<file path="config.mk">
export PLATFORM = sky130hd
export DESIGN_NAME = cla16_pipe_add
export DESIGN_NICKNAME = d
export VERILOG_FILES = /design/src/rtl/cla16_pipe_add.sv
export SDC_FILE = /design/constraint.sdc
export NUM_CORES = 1
export LEC_CHECK = 0
export ABC_AREA = 1
export BUFFER_PORTS_ARGS = -buffer_cell sky130_fd_sc_hd__buf_2
export CORE_ASPECT_RATIO = 0.5
export CORE_MARGIN = 2
export CORE_UTILIZATION = 30
export CTS_CLUSTER_SIZE = 14
export DETAILED_ROUTE_END_ITERATION = 16
export MAX_ROUTING_LAYER = met4
export PLACE_DENSITY = 0.52
export SKIP_CTS_REPAIR_TIMING = 1
export SYNTH_ARGS = -nofsm -noshare
export SYNTH_HDL_FRONTEND = slang
export SYNTH_SLANG_ARGS = --single-unit
</file>
<file path="constraint.sdc">
create_clock -name clk -period 3.2 [get_ports clk]
set_input_delay 0.32 -clock clk [delete_from_list [all_inputs] [get_ports clk]]
set_output_delay 0.32 -clock clk [all_outputs]
set_load 0.02 [all_outputs]
</file>
<file path="src/rtl/cla16_pipe_add.sv">
// cla16_pipe_add: three-stage add/sub built from 4-bit CLA slices, low half then high half.
module cla16_pipe_add #(
  parameter int WIDTH = 16
) (
  input  logic             clk,
  input  logic             rst_n,
  input  logic             in_valid,
  output logic             in_ready,
  input  logic [WIDTH-1:0] in_op1,
  input  logic [WIDTH-1:0] in_op2,
  input  logic             in_cin,
  input  logic             in_sub,
  output logic             out_valid,
  input  logic             out_ready,
  output logic [WIDTH-1:0] out_sum,
  output logic             out_cout,
  output logic             out_ovf,
  output logic             out_zero
);
  localparam int H = WIDTH / 2;
  logic             adv;
  logic             v1, c1, v2, cm2, v3, co3, ov3, z3;
  logic [WIDTH-1:0] a1, b1, s3;
  logic [H-1:0]     s2, ah2, bh2;
  logic [H:0]       lo, hi;
  // Returns {carry out, sum}; each slice yields group P/G, combined by a second-level lookahead.
  function automatic logic [H:0] cla_add(input logic [H-1:0] a, input logic [H-1:0] b, input logic ci);
    logic [H-1:0] p, g;
    logic [H:0]   c;
    logic [H/4:0] gc;
    logic         gp, gg;
    p = a ^ b;
    g = a & b;
    c = '0;
    gc = '0;
    gc[0] = ci;
    for (int k = 0; k < H / 4; k++) begin
      gp = &p[4*k +: 4];
      gg = g[4*k+3] | (p[4*k+3] & g[4*k+2]) | (p[4*k+3] & p[4*k+2] & g[4*k+1])
         | (p[4*k+3] & p[4*k+2] & p[4*k+1] & g[4*k]);
      gc[k+1] = gg | (gp & gc[k]);
      c[4*k] = gc[k];
      for (int j = 0; j < 3; j++) c[4*k+j+1] = g[4*k+j] | (p[4*k+j] & c[4*k+j]);
    end
    c[H] = gc[H/4];
    return {c[H], p ^ c[H-1:0]};
  endfunction
  assign adv       = ~v3 | out_ready;
  assign in_ready  = adv;
  assign lo        = cla_add(a1[H-1:0], b1[H-1:0], c1);
  assign hi        = cla_add(ah2, bh2, cm2);
  assign out_valid = v3;
  assign out_sum   = s3;
  assign out_cout  = co3;
  assign out_ovf   = ov3;
  assign out_zero  = z3;
  // Data registers only load behind a valid beat, so idle inputs never reach the outputs.
  always_ff @(posedge clk or negedge rst_n) begin
    if (!rst_n) begin
      {v1, c1, v2, cm2, v3, co3, ov3, z3} <= '0;
      a1  <= '0;
      b1  <= '0;
      s2  <= '0;
      ah2 <= '0;
      bh2 <= '0;
      s3  <= '0;
    end else if (adv) begin
      v1 <= in_valid;
      v2 <= v1;
      v3 <= v2;
      if (in_valid) begin
        a1 <= in_op1;
        b1 <= in_sub ? ~in_op2 : in_op2;
        c1 <= in_sub | in_cin;
      end
      if (v1) begin
        s2  <= lo[H-1:0];
        cm2 <= lo[H];
        ah2 <= a1[WIDTH-1:H];
        bh2 <= b1[WIDTH-1:H];
      end
      if (v2) begin
        s3  <= {hi[H-1:0], s2};
        co3 <= hi[H];
        // carry into the MSB recovered from the MSB sum and operand bits
        ov3 <= hi[H] ^ (hi[H-1] ^ ah2[H-1] ^ bh2[H-1]);
        z3  <= ~|{hi[H-1:0], s2};
      end
    end
  end
endmodule
</file>
==> metrics.txt, run 1 <==
worst-path fanout max 3; Util after Layout 0.3672; initial antenna violation count 0; reg-to-reg startpoint ah2[3]; Seq/Total Area, Yosys 0.5024; std cell rows 29; area of the die 0.01428 mm^2; Area growth syn-to-layout 18.02%; #FFs+latches synth 80; clock slew at reported path FFs approximately 0.060 ns; DRC viols 0; storage element area ~0.0020 mm^2; RR Endpoint out_ovf; compound-cell area share of the yosys netlist 0.06593; post-synth design cell area between 0.003 and 0.004 mm^2; die width 167.0 um; most frequent cells in the layout nand2_1, dfrtp_1, buf_2; Ant. Diodes 0; port bufs 58; final hold viol count 0; Root Buffer clkbuf_16; Initial DRC Count about 170; Synth Area per Inst ~9.2 um^2; post-synthesis xor/xnor area fraction 0.04176; CORE AREA between 0.01 and 0.015 mm^2; area occupied by multi-input gates ~0.0017 mm^2; crit path buf inv count 1; Largest delay share family, worst path adder cells; Cells after Synth 433; CTS sink cnt 80; fill count between 1000 and 1500; post-route ant nets 0; most used cell, CP nand2_1; Nets ~550; largest net degree at the start of global routing 81; gpl congestion just under 0.8; Ys Warns 0; setup tns final 0 ns; setup ws final between 0.3 and 0.4 ns; post-DR wirelength/cell around 13 um; Die Span Y ~85 um; largest family of logic cells by synthesized area simple AND/OR/NAND/NOR gates; total wire length 8830 um; num ports just under 60; post-route clock period utilization 0.8981; CTS tree yes; slack of the worst reg-to-reg path 0.33 ns; post-synth cell types 27; first-pass GRT wire length 14870 um; drt via density around 4.2; vias post-DR 2802; slowest CP cell fa_1; Placed Area 0.004349 mm^2; dpl ws approximately 0.35 ns; Pins Over Slew Limit 0; Max-Cap Viols 0; worst-path cell chain ha_1, nand2_1, nor2_1, nor2_1, nand2_1, fa_1, fa_1, fa_1, inv_1, nand2_1, nand2_1, nand2_1, nand2_1, nand3_1, nand3_1, nand2_1; LEAKAGE approximately 2.4 nW; gr usage total 0.1383; # H-tree levels 3; Worst-Margin Slew approximately 1 ns; Num CTS Buffers 9; required time of the critical path between 3 and 4 ns; Adder-Cell Fraction of Synth Area 0.1105; post-synthesis net count about 500; final hold slack approximately 0.16 ns; commonest non-fill, non-tap cell in the layout nand2_1; PwrDens 969.9 mW/mm^2; worst min path class input pin to asynchronous set/reset pin; Critical Path Start Type flop; final cell count without fillers between 600 and 700; type of the worst setup path flop to flop; unrepaired setup endpoints after global routing no; final instance area around 0.0047 mm^2; Arr. time, crit path roughly 3.1 ns; Initial Utilization 0.3111; maximum VDD drop 0.0002582 V; Setup Skew ~0.0043 ns; CTS max path bufs 2; total power draw 4.562 mW; worst-case reg-to-reg path depth 16; outcome completed; CP Capture Type flop; Slew HR 0.3137; Synth Area in Simple Gates 0.2044; 1st-pass router iterations 4; dpl cells about 650; GRT overflow 0; vias in the first global route about 2800; final setup violating endpoints 0; fin crit period 2.874 ns; max incr delay on CP approximately 0.42 ns; fraction of layout cells with a size suffix above 1 0.1809; worst skew pair latency about 0.34 ns; f_max approximately 350 MHz; mux share of post-synthesis cell area 0; Detailed Place HPWL around 6400 um
==> worst max-delay path by stage <==
| stage | from | end | slack, ns | cells past startpoint |
|---|---|---|---|---|
| 2_1_floorplan | ah2[3] | out_ovf | 0.50 | 16 |
| 3_3_place_gp | ah2[3] | out_ovf | 0.39 | 16 |
| 3_5_place_dp | ah2[3] | out_ovf | 0.35 | 16 |
| 4_1_cts | ah2[3] | out_ovf | 0.34 | 16 |
| 5_1_grt | ah2[3] | out_ovf | 0.11 | 16 |
| 6_report | ah2[3] | out_ovf | 0.33 | 16 |
==> registers in the layout (all words and copies together), names as in the netlist, 8 cells and up <==
name,flops
bh2,8
b1,16
out_sum,16
a1,16
s2,8
ah2,8
==> synthesized netlist by cell type <==
cell / number / share of area
nand2_1: 172 / 0.16
dfrtp_1: 80 / 0.50
inv_1: 36 / 0.034
o21ai_0: 33 / 0.041
xnor2_1: 18 / 0.040
ha_1: 16 / 0.050
fa_1: 12 / 0.060
nor2_1: 11 / 0.010
buf_6: 6 / 0.017
nand3_1: 6 / 0.0075
o21ai_1: 6 / 0.0075
a21oi_1: 4 / 0.0050
buf_2: 4 / 0.0050
nand2_4: 4 / 0.011
o21ai_2: 4 / 0.0088
nand2_2: 3 / 0.0047
nand4_1: 3 / 0.0047
nor3_1: 3 / 0.0038
a31oi_1: 2 / 0.0031
buf_4: 2 / 0.0038
inv_2: 2 / 0.0019
buf_12: 1 / 0.0050
buf_8: 1 / 0.0038
clkbuf_1: 1 / 0.00094
inv_4: 1 / 0.0016
inv_6: 1 / 0.0022
xor2_1: 1 / 0.0022
==> cell families (layout without fill, tap and decap cells) <==
| family | count (synthesis) | in the layout |
|---|---|---|
| buffers and inverters | 55 | 114 |
| AOI/OAI and AO/OA | 49 | 49 |
| xor gates and xnor gates | 19 | 19 |
| and+or+nand+nor | 202 | 202 |
| adders and majority gates | 28 | 28 |
| DFF | 80 | 80 |
==> where the power goes <==
| group | total [mW] | switching (mW) | internal, mW |
|---|---|---|---|
| clock network | 1.21 | 0.422 | 0.787 |
| logic | 1.67 | 1.05 | 0.618 |
| registers | 1.68 | 0.297 | 1.39 |
| total | 4.56 | 1.77 | 2.79 |
==> cell type report <==
cell class,instances,share of cell area
multi-input combinational,298,0.3581
clock inverter,6,0.02447
clock buffer,10,0.05081
timing repair buffer,58,0.06225
inverter,40,0.03352
sequential,80,0.4256
tap,170,0.04522
==> layer usage <==
layer  part of all wire  track usage  up-vias
met5                  0            -        -
met4             0.0072      0.03997        0
met2               0.40       0.1912       45
met1               0.56       0.1993     1298
met3              0.031      0.03553        5
li1                   -            -     1454
(Power assumes the default switching activity.)
==> inputs of run 2 (changes only) <==
--- a/config.mk
+++ b/config.mk
@@ -12,6 +12,7 @@
 export CORE_UTILIZATION = 30
 export CTS_CLUSTER_SIZE = 14
 export DETAILED_ROUTE_END_ITERATION = 16
+export GPL_TIMING_DRIVEN = 0
 export MAX_ROUTING_LAYER = met4
 export PLACE_DENSITY = 0.52
 export SKIP_CTS_REPAIR_TIMING = 1
==> run 2 against run 1 <==
Sequential power hardly changed; setup slack worse by 0.059 ns; clock skew is 0.00079 ns higher; largest cell class unchanged; largest power group is now combinational logic.
==> metrics.txt, run 2 (synthesis gave the netlist of run 1 again) <==
post-DR wirelength/cell 12.69 um (-4.9%); outcome completed; vias post-DR 2878 (+2.7%); type of the worst setup path flop to flop; fraction of layout cells with a size suffix above 1 0.2008 (+0.01989); post-route ant nets 0 (unchanged); Util after Layout 0.3748 (+0.007620); Crit. Startpoint ah2[3]; 1st-pass router iterations 6 (+2); Critical Path Start Type flop; post-route clock period utilization 0.9167 (+0.01855); LEAKAGE 2.493 nW (+2.1%); Initial Utilization 0.3111 (unchanged); GRT overflow 0 (unchanged); Area growth syn-to-layout 20.47%; Detailed Place HPWL 6706 um (+4.9%); worst-case reg-to-reg path depth 16 (unchanged); Die Span Y 85.50 um (unchanged); clock slew at reported path FFs 0.06 ns (about the same); Arr. time, crit path 3.16 ns (+0.05 ns); area of the die 0.01428 mm^2 (unchanged); port bufs 57 (-1.7%); slack of the worst reg-to-reg path 0.27 ns (-0.06 ns); gpl congestion 0.7870 (+2.4%); total wire length 8604 um (-2.6%); std cell rows 29 (unchanged); PwrDens 915.8 mW/mm^2 (-5.6%); worst-path fanout max 3 (unchanged); largest net degree at the start of global routing 42 (-48%); RR Endpoint out_ovf; worst setup path end out_ovf; most frequent cells in the layout nand2_1, dfrtp_1, buf_2; die width 167.0 um (unchanged); vias in the first global route 2830 (-0.39%); Max-Cap Viols 0 (unchanged); drt via density 4.245 (+0.29%); Setup Skew 0.005075 ns (+0.0007892 ns); worst min path class input pin to flop; CP Capture Type flop; num ports 59 (unchanged); commonest non-fill, non-tap cell in the layout nand2_1; Worst-Margin Slew 0.5356 ns (-0.4938 ns); final hold viol count 0 (unchanged); CORE AREA 0.01281 mm^2 (unchanged); final hold slack 0.1744 ns (+0.01619 ns); unrepaired setup endpoints after global routing no; final cell count without fillers 678 (+2.4%); Root Buffer clkbuf_16; reg-to-reg startpoint ah2[3]; Slew HR 0.6429 (+0.3292); fin crit period 2.933 ns (+0.05935 ns); CTS sink cnt 80 (unchanged); maximum VDD drop 0.0002801 V (+8.5%); Pins Over Slew Limit 0 (unchanged); initial antenna violation count 0 (unchanged); Ant. Diodes 0 (unchanged); setup tns final 0 ns (unchanged); dpl cells 661 (+2.3%); CTS max path bufs 2 (unchanged); # H-tree levels 3 (unchanged); Min-Delay Startpoint in_op1[5]; Nets 569 (+2.9%); DRC viols 0 (unchanged); required time of the critical path 3.43 ns (about the same); Initial DRC Count 100 (-39%); final setup violating endpoints 0 (unchanged); gr usage total 0.1375 (-0.0008410); first-pass GRT wire length 14570 um (-2.0%); f_max 340.9 MHz (-2.0%); CTS tree yes; worst skew pair latency 0.34 ns (about the same); Num CTS Buffers 9 (unchanged)
-- run 2: changes by cell type in the layout (fill, tap and decap cells not counted) --
cell / change
inv_6: -1
buf_4: +2
clkbuf_8: +1
clkinvlp_4: +1
dlygate4sd3_1: +1
buf_8: +1
buf_2: +3
clkinv_2: +1
buf_12: +2
clkbuf_1: +2
buf_6: +6
bufinv_16: -3
-- run 2: worst max-delay path: stages (launching register included) --
cell and delay (ns):
dfrtp_1 0.39, ha_1 0.34, nand2_1 0.10, nor2_1 0.04
nor2_1 0.08, nand2_1 0.09, fa_1 0.39, fa_1 0.40
fa_1 0.42, inv_1 0.09, nand2_1 0.05, nand2_1 0.08
nand2_1 0.05, nand2_1 0.08, nand3_1 0.08, nand3_1 0.10
nand2_1 0.05
-- run 2: stage by stage --
stage	power, mW	setup slack [ns]	cell area [um^2]
floorplan	2.873	0.4992	3985
CTS	4.468	0.2250	4791
global route	4.829	0.07325	4801
global placement	3.434	0.2726	4483
detailed placement	3.471	0.2674	4506
finish	4.397	0.2667	4801
-- run 2: metal layers --
layer | global-route usage | share of wire | vias to the layer above
met1 | 0.1966 | 0.55 | 1335
met3 | 0.04246 | 0.035 | 6
met5 | - | 0 | -
li1 | - | - | 1493
met4 | 0.04232 | 0.0095 | 0
met2 | 0.1848 | 0.40 | 44
-- run 2: area by class of cell --
class                           instances  area [um^2]
Fill cell                            1323         8008
Sequential cell                        80         2002
Multi-Input combinational cell        298         1684
Timing Repair Buffer                   59        317.8
Clock buffer                           12        256.5
Tap cell                              170        212.7
Inverter                               40        157.7
Buffer                                 15        141.4
Clock inverter                          4        28.78
-- run 2: how the worst min path moves through the flow --
stage	slack, ns	depth (start not counted)	to
6_report	0.17	3	a1[5]
5_1_grt	0.17	3	a1[5]
4_1_cts	-0.02	1	b1[5]
3_5_place_dp	0.34	1	b1[5]
3_3_place_gp	0.46	2	out_sum[5]
2_1_floorplan	0.02	0	a1[0]
-- run 2: power by group --
part / total, mW / internal, mW / switching, mW
Combinational: 1.74 / 0.675 / 1.07
Sequential: 1.69 / 1.39 / 0.298
Clock: 0.972 / 0.568 / 0.404
Total: 4.40 / 2.63 / 1.77
==> inputs of run 3 (changes only) <==
==> constraint.sdc (replaced) <==
create_clock -name clk -period 3.1 [get_ports clk]
set_input_delay 0.31 -clock clk [delete_from_list [all_inputs] [get_ports clk]]
set_output_delay 0.31 -clock clk [all_outputs]
set_load 0.02 [all_outputs]
==> run 3 against run 2 <==
Critical path depth shrank 3; clock power barely moved; design area hardly changed; sequential cell count did not move; combinational power rose by 3%; sequential share of layout area is essentially flat; critical endpoint is now out_zero; count of clock-buffer cells in the layout stayed put; via count stayed put; largest cell class unchanged; sequential power increased by 3%; first-iteration DRC count up 1.0%; setup slack lost 0.060 ns; clock skew barely moved.
==> metrics.txt, run 3 (synthesis gave the netlist of run 1 again) <==
GRT overflow 0 (unchanged); gr usage total 0.1375 (unchanged); Initial Utilization 0.3111 (unchanged); f_max 345.6 MHz (+1.4%); # H-tree levels 3 (unchanged); Pins Over Slew Limit 0 (unchanged); clock slew at reported path FFs 0.06 ns (about the same); Max-Cap Viols 0 (unchanged); Initial DRC Count 101 (+1.0%); drt via density 4.245 (unchanged); DRC viols 0 (unchanged); post-route ant nets 0 (unchanged); post-route clock period utilization 0.9333 (+0.01664); Area growth syn-to-layout 20.53% (about the same); fill count 1322 (-0.076%); Setup Skew 0.005075 ns (-0.00000006000 ns); fin crit period 2.893 ns (-0.04010 ns); Crit. Startpoint ah2[3]; setup tns final 0 ns (unchanged); LEAKAGE 2.492 nW (about the same); Ant. Diodes 0 (unchanged); Die Span Y 85.50 um (unchanged); Root Buffer clkbuf_16; CORE AREA 0.01281 mm^2 (unchanged); Worst-Margin Slew 0.5356 ns (unchanged); post-DR wirelength/cell 12.69 um (unchanged); Min-Delay Startpoint in_op1[5]; CTS sink cnt 80 (unchanged); fraction of layout cells with a size suffix above 1 0.2028 (+0.001969); Nets 569 (unchanged); outcome completed; vias in the first global route 2830 (unchanged); most frequent cells in the layout nand2_1, dfrtp_1, buf_2; CTS max path bufs 2 (unchanged); worst-path fanout max 3 (unchanged); area of the die 0.01428 mm^2 (unchanged); type of the worst setup path flop to flop; gpl congestion 0.7870 (unchanged); Num CTS Buffers 9 (unchanged); PwrDens 945.7 mW/mm^2 (+3.3%); dpl ws 0.1674 ns (-0.1000 ns); CTS tree yes; die width 167.0 um (unchanged); unrepaired setup endpoints after global routing no; total wire length 8604 um (unchanged); reg-to-reg startpoint ah2[3]; Arr. time, crit path 3.17 ns (about the same); num ports 59 (unchanged); std cell rows 29 (unchanged); Slew HR 0.6429 (unchanged); port bufs 57 (unchanged); maximum VDD drop 0.0002891 V (+3.2%); vias post-DR 2878 (unchanged); commonest non-fill, non-tap cell in the layout nand2_1; worst skew pair latency 0.34 ns (about the same); final hold viol count 0 (unchanged); final setup violating endpoints 0 (unchanged); 1st-pass router iterations 6 (unchanged); largest net degree at the start of global routing 42 (unchanged); CP Capture Type flop; worst min path class input pin to flop; setup ws final 0.2068 ns (-0.05990 ns); Detailed Place HPWL 6706 um (unchanged); required time of the critical path 3.38 ns (-0.05 ns); first-pass GRT wire length 14570 um (unchanged); Critical Path Start Type flop; initial antenna violation count 0 (unchanged)
[run 3: cell types whose count changed in the layout (fill, tap and decap cells not counted)]
cell  delta
fa_2     +1
fa_1     -1
[run 3: final timing paths]
kind,depth (start not counted),slack [ns],endpoint
setup / recovery,13,0.21,out_zero
max in group asynchronous,3,2.01,out_sum[12]
min in group asynchronous,2,0.49,b1[5]
setup reg to reg,13,0.21,out_zero
hold / removal,3,0.16,a1[5]
hold reg to reg,2,0.47,bh2[1]
[run 3: layer usage]
metal,global-route usage,share of wire,vias to the layer above,wire length (um)
met5,-,0,-,0
met4,0.04232,0.0095,0,82
met3,0.04246,0.035,6,297
met2,0.1848,0.40,44,3480
met1,0.1966,0.55,1335,4743
li1,-,-,1493,-
[run 3: report_power, final]
part	switching (mW)	leakage, nW	internal, mW
combinational	1.10	1.37	0.699
sequential	0.308	0.992	1.43
clock	0.417	0.135	0.586
[run 3: stage by stage]
step | hold slack [ns] | area [um^2] | instances | util | total power, mW
after global routing | 0.1600 | 4803 | 678 | 0.3750 | 4.989
after floorplan | 0.01441 | 3985 | 433 | - | 2.966
after detailed placement | 0.3340 | 4506 | 661 | 0.3518 | 3.583
after CTS | -0.03132 | 4791 | 677 | 0.3740 | 4.612
final | 0.1644 | 4803 | 678 | 0.3750 | 4.543
after global placement | 0.4600 | 4483 | 660 | 0.3500 | 3.545
[run 3: area by class of cell]
| class | count | area, um^2 | area share |
|---|---|---|---|
| inverter | 40 | 157.7 | 0.03282 |
| buffer | 15 | 141.4 | 0.02943 |
| clock buffer | 12 | 256.5 | 0.05340 |
| clock inverter | 4 | 28.78 | 0.005991 |
| tap | 170 | 212.7 | 0.04428 |
| sequential | 80 | 2002 | 0.4168 |
| timing repair buffer | 59 | 317.8 | 0.06616 |
| multi-input combinational | 298 | 1687 | 0.3511 |
[run 3: critical path, stage by stage (launching register included)]
cell	delay [ns]
dfrtp_1	0.39
ha_1	0.34
nand2_1	0.10
nor2_1	0.04
nor2_1	0.08
nand2_1	0.09
fa_1	0.39
fa_1	0.41
fa_2	0.42
inv_1	0.09
nand4_1	0.12
nor3_1	0.15
nand4_1	0.13
nand2_1	0.08
